### config.mk
export PLATFORM = sky130hd
export DESIGN_NAME = mem_stage
export DESIGN_NICKNAME = d
export VERILOG_FILES = /design/src/rtl/mem_stage.sv
export SDC_FILE = /design/constraint.sdc
export NUM_CORES = 1
export LEC_CHECK = 0
export ABC_AREA = 1
export CORE_AREA = 2 2 134 104
export DETAILED_ROUTE_END_ITERATION = 8
export DIE_AREA = 0 0 136 106
export GPL_TIMING_DRIVEN = 0
export HOLD_SLACK_MARGIN = 0.12
export PLACE_DENSITY_LB_ADDON = 0.05
export SYNTH_ARGS = -nofsm -noshare
export SYNTH_HDL_FRONTEND = slang
export SYNTH_SLANG_ARGS = --single-unit
### constraint.sdc
create_clock -name clk -period 4.9 [get_ports clk]
set_input_delay 0.98 -clock clk [delete_from_list [all_inputs] [get_ports clk]]
set_output_delay 0.98 -clock clk [all_outputs]
set_load 0.1 [all_outputs]
### src/rtl/mem_stage.sv
// MEM pipeline stage: EXE->MEM register, valid/allowin handshake, load extraction, exception and forwarding outputs.
// Optional load/stall performance counters are built in when MS_PERF_CNT_EN is defined.
module mem_stage #(
    parameter int AW      = 32,
    parameter int ECODE_W = 6
) (
    input  logic               clk,
    input  logic               resetn,
    input  logic               es_to_ms_valid,
    output logic               ms_allowin,
    input  logic [AW-1:0]      es_pc,
    input  logic [AW-1:0]      es_alu_result,
    input  logic               es_ld_en,
    input  logic [2:0]         es_ld_type,
    input  logic               es_gr_we,
    input  logic [4:0]         es_dest,
    input  logic               es_ex,
    input  logic [ECODE_W-1:0] es_ecode,
    input  logic [AW-1:0]      data_sram_rdata,
    input  logic               ws_allowin,
    input  logic               ms_flush,
    output logic               ms_to_ws_valid,
    output logic [AW-1:0]      ms_pc,
    output logic [AW-1:0]      ms_final_result,
    output logic               ms_gr_we,
    output logic [4:0]         ms_dest,
    output logic               ms_ex,
    output logic [ECODE_W-1:0] ms_ecode,
    output logic               ms_fwd_we,
    output logic [4:0]         ms_fwd_dest,
    output logic [AW-1:0]      ms_fwd_data
`ifdef MS_PERF_CNT_EN
    ,
    output logic [31:0]        ms_perf_load_cnt,
    output logic [31:0]        ms_perf_stall_cnt
`endif
);

    logic               ms_valid;
    logic               ms_ready_go;
    logic               accept;
    logic               first_cycle;
    logic [AW-1:0]      rdata_held;
    logic [AW-1:0]      ms_alu_result;
    logic               ms_ld_en;
    logic [2:0]         ms_ld_type;
    logic               ms_gr_we_raw;
    logic [AW-1:0]      ld_word;
    logic [7:0]         ld_byte;
    logic [15:0]        ld_half;
    logic [AW-1:0]      ld_data;

    assign ms_ready_go    = 1'b1;
    assign ms_allowin     = !ms_valid | (ms_ready_go & ws_allowin);
    assign ms_to_ws_valid = ms_valid & ms_ready_go & !ms_flush;
    assign accept         = es_to_ms_valid & ms_allowin;

    always_ff @(posedge clk or negedge resetn) begin
        if (!resetn) begin
            ms_valid <= 1'b0;
        end else if (ms_flush) begin
            ms_valid <= 1'b0;
        end else if (ms_allowin) begin
            ms_valid <= es_to_ms_valid;
        end
    end

    // Payload still latches under flush; ms_valid being cleared discards it.
    always_ff @(posedge clk or negedge resetn) begin
        if (!resetn) begin
            ms_pc         <= '0;
            ms_alu_result <= '0;
            ms_ld_en      <= 1'b0;
            ms_ld_type    <= 3'd0;
            ms_gr_we_raw  <= 1'b0;
            ms_dest       <= 5'd0;
            ms_ex         <= 1'b0;
            ms_ecode      <= '0;
        end else if (accept) begin
            ms_pc         <= es_pc;
            ms_alu_result <= es_alu_result;
            ms_ld_en      <= es_ld_en;
            ms_ld_type    <= es_ld_type;
            ms_gr_we_raw  <= es_gr_we;
            ms_dest       <= es_dest;
            ms_ex         <= es_ex;
            ms_ecode      <= es_ecode;
        end
    end

    // SRAM data is only valid in the first MEM cycle; keep a copy for WB stalls.
    always_ff @(posedge clk or negedge resetn) begin
        if (!resetn) begin
            first_cycle <= 1'b0;
            rdata_held  <= '0;
        end else begin
            first_cycle <= accept;
            if (first_cycle) begin
                rdata_held <= data_sram_rdata;
            end
        end
    end

    always_comb begin
        ld_word = first_cycle ? data_sram_rdata : rdata_held;
        case (ms_alu_result[1:0])
            2'd0:    ld_byte = ld_word[7:0];
            2'd1:    ld_byte = ld_word[15:8];
            2'd2:    ld_byte = ld_word[23:16];
            default: ld_byte = ld_word[31:24];
        endcase
        ld_half = ms_alu_result[1] ? ld_word[31:16] : ld_word[15:0];
        case (ms_ld_type)
            3'd0:    ld_data = {{24{ld_byte[7]}}, ld_byte};
            3'd1:    ld_data = {{16{ld_half[15]}}, ld_half};
            3'd3:    ld_data = {24'd0, ld_byte};
            3'd4:    ld_data = {16'd0, ld_half};
            default: ld_data = ld_word;
        endcase
    end

    // An excepting load reports its address so WB can load BADV.
    assign ms_final_result = (ms_ld_en & !ms_ex) ? ld_data : ms_alu_result;
    assign ms_gr_we        = ms_gr_we_raw & !ms_ex;

    assign ms_fwd_we   = ms_valid & ms_gr_we & (ms_dest != 5'd0);
    assign ms_fwd_dest = ms_dest;
    assign ms_fwd_data = ms_final_result;

`ifdef MS_PERF_CNT_EN
    always_ff @(posedge clk or negedge resetn) begin
        if (!resetn) begin
            ms_perf_load_cnt  <= 32'd0;
            ms_perf_stall_cnt <= 32'd0;
        end else begin
            if (ms_to_ws_valid & ws_allowin & ms_ld_en) begin
                ms_perf_load_cnt <= ms_perf_load_cnt + 32'd1;
            end
            if (ms_valid & !ws_allowin & !ms_flush) begin
                ms_perf_stall_cnt <= ms_perf_stall_cnt + 32'd1;
            end
        end
    end
`endif

endmodule

---- Word-level counts from Yosys, hierarchy flattened ----
Index checks and enable logic that the tools add are counted.
word-level totals
  output and inout port bits .............. 117
  register bits ........................... 115
  memories ................................ 0
  RAM bits ................................ 0
  ROM bits ................................ 0
  logic and storage cells ................. 37
  input bits .............................. 118
  latch bits .............................. 0
operators by class
  equality and inequality tests ........... 5
  $add $sub $neg .......................... 0
  multipliers ............................. 0
  bitwise gates (word level) .............. 7
  multiplexer cells ....................... 7
  div/mod/pow operators ................... 0
  $lt $le $gt $ge ......................... 0
  shift-type cells ........................ 0
  reductions and logical operators ........ 7
operators with widths
  cell                                                                    count
  32-bit case mux with 4 select lines                                     1
  32-bit 2-to-1 mux                                                       2
  8-bit case mux with 3 select lines                                      1
  16-bit 2-to-1 mux                                                       1
  1-bit bitwise AND                                                       6
  5-bit nonzero test                                                      1
  3-bit by 1-bit equality test with 1-bit output (second input constant)  1
  3-bit by 2-bit equality test with 1-bit output (second input constant)  1
  3-bit equality test (second input constant)                             1
  1-bit zero test                                                         3
  3-bit zero test                                                         1
  2-bit by 1-bit equality test with 1-bit output (second input constant)  1
  2-bit equality test (second input constant)                             1
  2-bit zero test                                                         1
  1-bit 2-to-1 mux                                                        2
  2-bit nonzero test                                                      1
  1-bit bitwise OR                                                        1

---- Longest topological paths before layout ----
  depth after elaboration ................. 4
  depth in mapped cells ................... 12
  mapped depth without buffers ............ 10

---- Least setup slack after synthesis ----
Ideal clock, no wire load.
  path kind ............................... register to output
  start ................................... reg ms_ex
  end ..................................... out ms_fwd_we
  buffers on the path ..................... 0
  path slack .............................. 0.915 ns
  data arrival time ....................... 3.005 ns
  required time ........................... 3.920 ns
  cell stages (with the launch flop) ...... 4
  cell sequence ........................... dfrtp_1 nor2_1 nand3_1 inv_1
between the ends
  word-level cells in the longest chain between the ends .. 4
RTL lines
  what                            RTL line  text
  start, declared                 27        output logic ms_ex,
  start signal, assigned          86        ms_ex <= es_ex;
  1-bit zero test                 124       assign ms_gr_we = ms_gr_we_raw & !ms_ex;
  1-bit bitwise AND               124
  net ms_gr_we                    25        output logic ms_gr_we,
  1-bit bitwise AND (2 in a row)  126       assign ms_fwd_we = ms_valid & ms_gr_we & (ms_dest != 5'd0);
  end, declared                   29        output logic ms_fwd_we,
The timed path passes the listed nets, and every way through them passes these cells.

---- Final worst setup path ----
  start ................................... in data_sram_rdata[7]
  end ..................................... out ms_fwd_data[15]
between the ends
  word-level cells in the longest chain between the ends .. 4
RTL lines
  what                                 RTL line  text
  start, declared                      19        input logic [AW-1:0] data_sram_rdata,
  32-bit 2-to-1 mux                    -
  net ld_word[7]                       48        logic [AW-1:0] ld_word;
  8-bit case mux with 3 select lines   106       case (ms_alu_result[1:0])
  32-bit case mux with 4 select lines  113       case (ms_ld_type)
  32-bit 2-to-1 mux                    123       assign ms_final_result = (ms_ld_en & !ms_ex) ? ld_data : ms_alu_result;
  end, declared                        31        output logic [AW-1:0] ms_fwd_data
The timed path passes the listed nets, and every way through them passes these cells.

==> metrics.txt <==
initial antenna violation count=0; grt total ovfl=0; Seq/Total Area, Yosys=0.457; clock root buffer=clkbuf_16; largest net degree at the start of global routing=66; Tot Pwr=around 4.6 mW; Max IR drop VDD=about 0.33 mV; RR Startpoint=ms_valid; mapped cell area=0.00629 mm²; H-tree Lvls=4; post-synthesis net count=992; final slew viol count=0; DRC Markers=0; routability-driven placement congestion ratio=between 0.9 and 1; Cells after Synth=slightly below 900; global-route wire length before repair=between 30,000 and 40,000 µm; commonest non-fill, non-tap cells in the layout=443 x nand2_1, 233 x clkdlybuf4s50_1, 115 x dfrtp_1, 69 x inv_1, 39 x buf_4; FP Rows=37; Hold Crit Class=flop to flop; minimum clock period=approximately 4.7 ns; Nets=roughly 1,200; cell area power density=around 490 mW/mm²; final hold slack=~0.48 ns; Setup TNS=0 ns; crit path DAT=3.69 ns; post-CTS setup buffers=0; # clock sinks=~120; Async SR Flop Fraction=1.00; flops & latches, synth=about 120; final worst slack=~0.23 ns; Tightest Pin Transition=1.04 ns; wire per inst=around 15 µm; Register Area=around 0.0029 mm²; Initial Util=0.475; Routed Antenna Nets=0; Period Utilization, post-route=0.953; flop-to-flop setup slack=between 3 and 4 ns; Post-synth EDFFs=0; Port Buf Inserts=roughly 230; commonest non-fill, non-tap cell in the layout=nand2_1; CTS buffer count=17; Antenna diodes=0; layout cells sized above 1=0.112; reg2reg path depth=8; Hold Fails Final Rpt=0; Placed Instance Area=a little under 0.009 mm²; Critical R2R Capture=ms_pc[9]; Leak=4.89 nW; Setup Viol. Count Final=0; I/O pins=between 200 and 250; hold path depth=2; GRT Overall Usage=0.274; Synth cell types=28; Worst Setup Path Type=input port to output port; Worst Hold Launch=ms_alu_result[13]; vias in the first global route=6,064; CTS tree=done; unrepaired setup endpoints after global routing=no; Fillers=roughly 1,100; Die Span X=approximately 140 µm; Clk Latency, worst-skew pair=about 0.4 ns; clock slew seen by the registers of the worst setup and hold paths=0.06 ns; drt via density=about 5; DP HPWL=roughly 15,000 µm; CTS resizes=0; fmax=roughly 210 MHz; maxcap violations=0; via count=roughly 6,400; Worst setup EP type=output port; Clock Skew=about 0.0086 ns; maximum fanout along the worst path=10; Post-Place Setup Slack=between 0.2 and 0.25 ns; Avg Synthesized Cell Area=between 7 and 8 µm²; post-route cell area=approximately 0.0095 mm²; DR iter-0 viols=between 400 and 500; area grow syn2layout=50.7%; post-layout util=0.716; Max transition margin=0.305; status=completed; Setup crit start kind=input port; final non-filler cell total=roughly 1,300; Ys Warns=0; Req. time, crit path=about 3.9 ns; core footprint=approximately 0.013 mm²; # placed instances=about 1,300; first-pass iteration count of the detailed router=5; Die Ht=between 100 and 150 µm; post-detailed-routing wire length=around 20,000 µm; Multi-input gate area=~0.0026 mm²; die footprint=about 0.014 mm²; CTS Hold Bufs=0; Hold Path Sink=ms_alu_result[13]; dominant synthesized flop cell=dfrtp_1; Clock Path Buffers=2
worst max-delay path, stage by stage:
cell	delay, ns
clkdlybuf4s50_1	0.45
nand2_1	0.08
nand2_1	0.16
nand2_1	0.09
nand3_2	0.11
nand3_4	0.12
buf_12	0.18
nand2_1	0.07
nand2_1	0.08
nand2_1	0.11
buf_4	0.12
clkdlybuf4s50_1	1.12
layout make-up:
| cell class | count | area share |
|---|---|---|
| plain buffers | 81 | 0.0585 |
| clock buffers | 19 | 0.0478 |
| clock inverters | 13 | 0.0154 |
| inverters | 75 | 0.0297 |
| multi-input cells | 603 | 0.272 |
| flip-flops and latches | 115 | 0.304 |
| well taps | 175 | 0.0231 |
| repair buffers | 235 | 0.250 |
sequential cells by signal, indices dropped and copies added (netlist names):
name	flops
ms_ld_type	3
rdata_held	32
ms_pc	32
ms_ex	1
ms_dest	5
first_cycle	1
ms_gr_we_raw	1
ms_ld_en	1
ms_valid	1
ms_alu_result	32
ms_ecode	6
cell usage after synthesis (4+ instances only):
cell	instances	share of area
clkbuf_1	15	0.0089
o21ai_0	31	0.025
nor2_1	11	0.0066
nand3_2	13	0.021
nand3_1	32	0.025
buf_6	9	0.016
nand2_2	4	0.0040
a31oi_1	9	0.0089
buf_2	16	0.013
buf_4	39	0.047
nand2_1	443	0.26
inv_2	6	0.0036
inv_1	69	0.041
dfrtp_1	115	0.46
a21oi_1	25	0.020
o21ai_1	18	0.014
nand4_1	8	0.0080
how the worst max path moves through the flow:
stage,startpoint,to,slack [ns],depth (start not counted)
2_1_floorplan,ms_ex,ms_fwd_we,0.92,3
3_3_place_gp,resetn,ms_ecode[3],-1.75,1
3_5_place_dp,data_sram_rdata[7],ms_fwd_data[15],0.25,12
4_1_cts,data_sram_rdata[7],ms_fwd_data[15],0.23,12
5_1_grt,data_sram_rdata[7],ms_fwd_data[15],0.11,12
6_report,data_sram_rdata[7],ms_fwd_data[15],0.23,12
power by group:
part	switching [mW]	internal (mW)	total (mW)	leakage [nW]
combinational	1.66	0.579	2.24	3.19
sequential	0.0583	1.06	1.12	1.40
clock	0.468	0.783	1.25	0.291
total	2.19	2.42	4.61	4.89
routing by layer:
metal,track usage,wire length [µm],vias up
met4,0.0722,282,0
met1,0.361,8330,2973
met2,0.431,9020,241
li1,-,-,3167
met5,0,0,-
met3,0.0949,1960,25
cell families (layout without fill, tap and decap cells):
family / count (synthesis) / count (layout) / share of synthesized area
AND/OR/NAND/NOR: 519 / 519 / 0.341
buffers and inverters: 156 / 423 / 0.133
flip-flops: 115 / 115 / 0.457
AO/OA/AOI/OAI: 84 / 84 / 0.0692
Power figures use the tool's default switching activity.
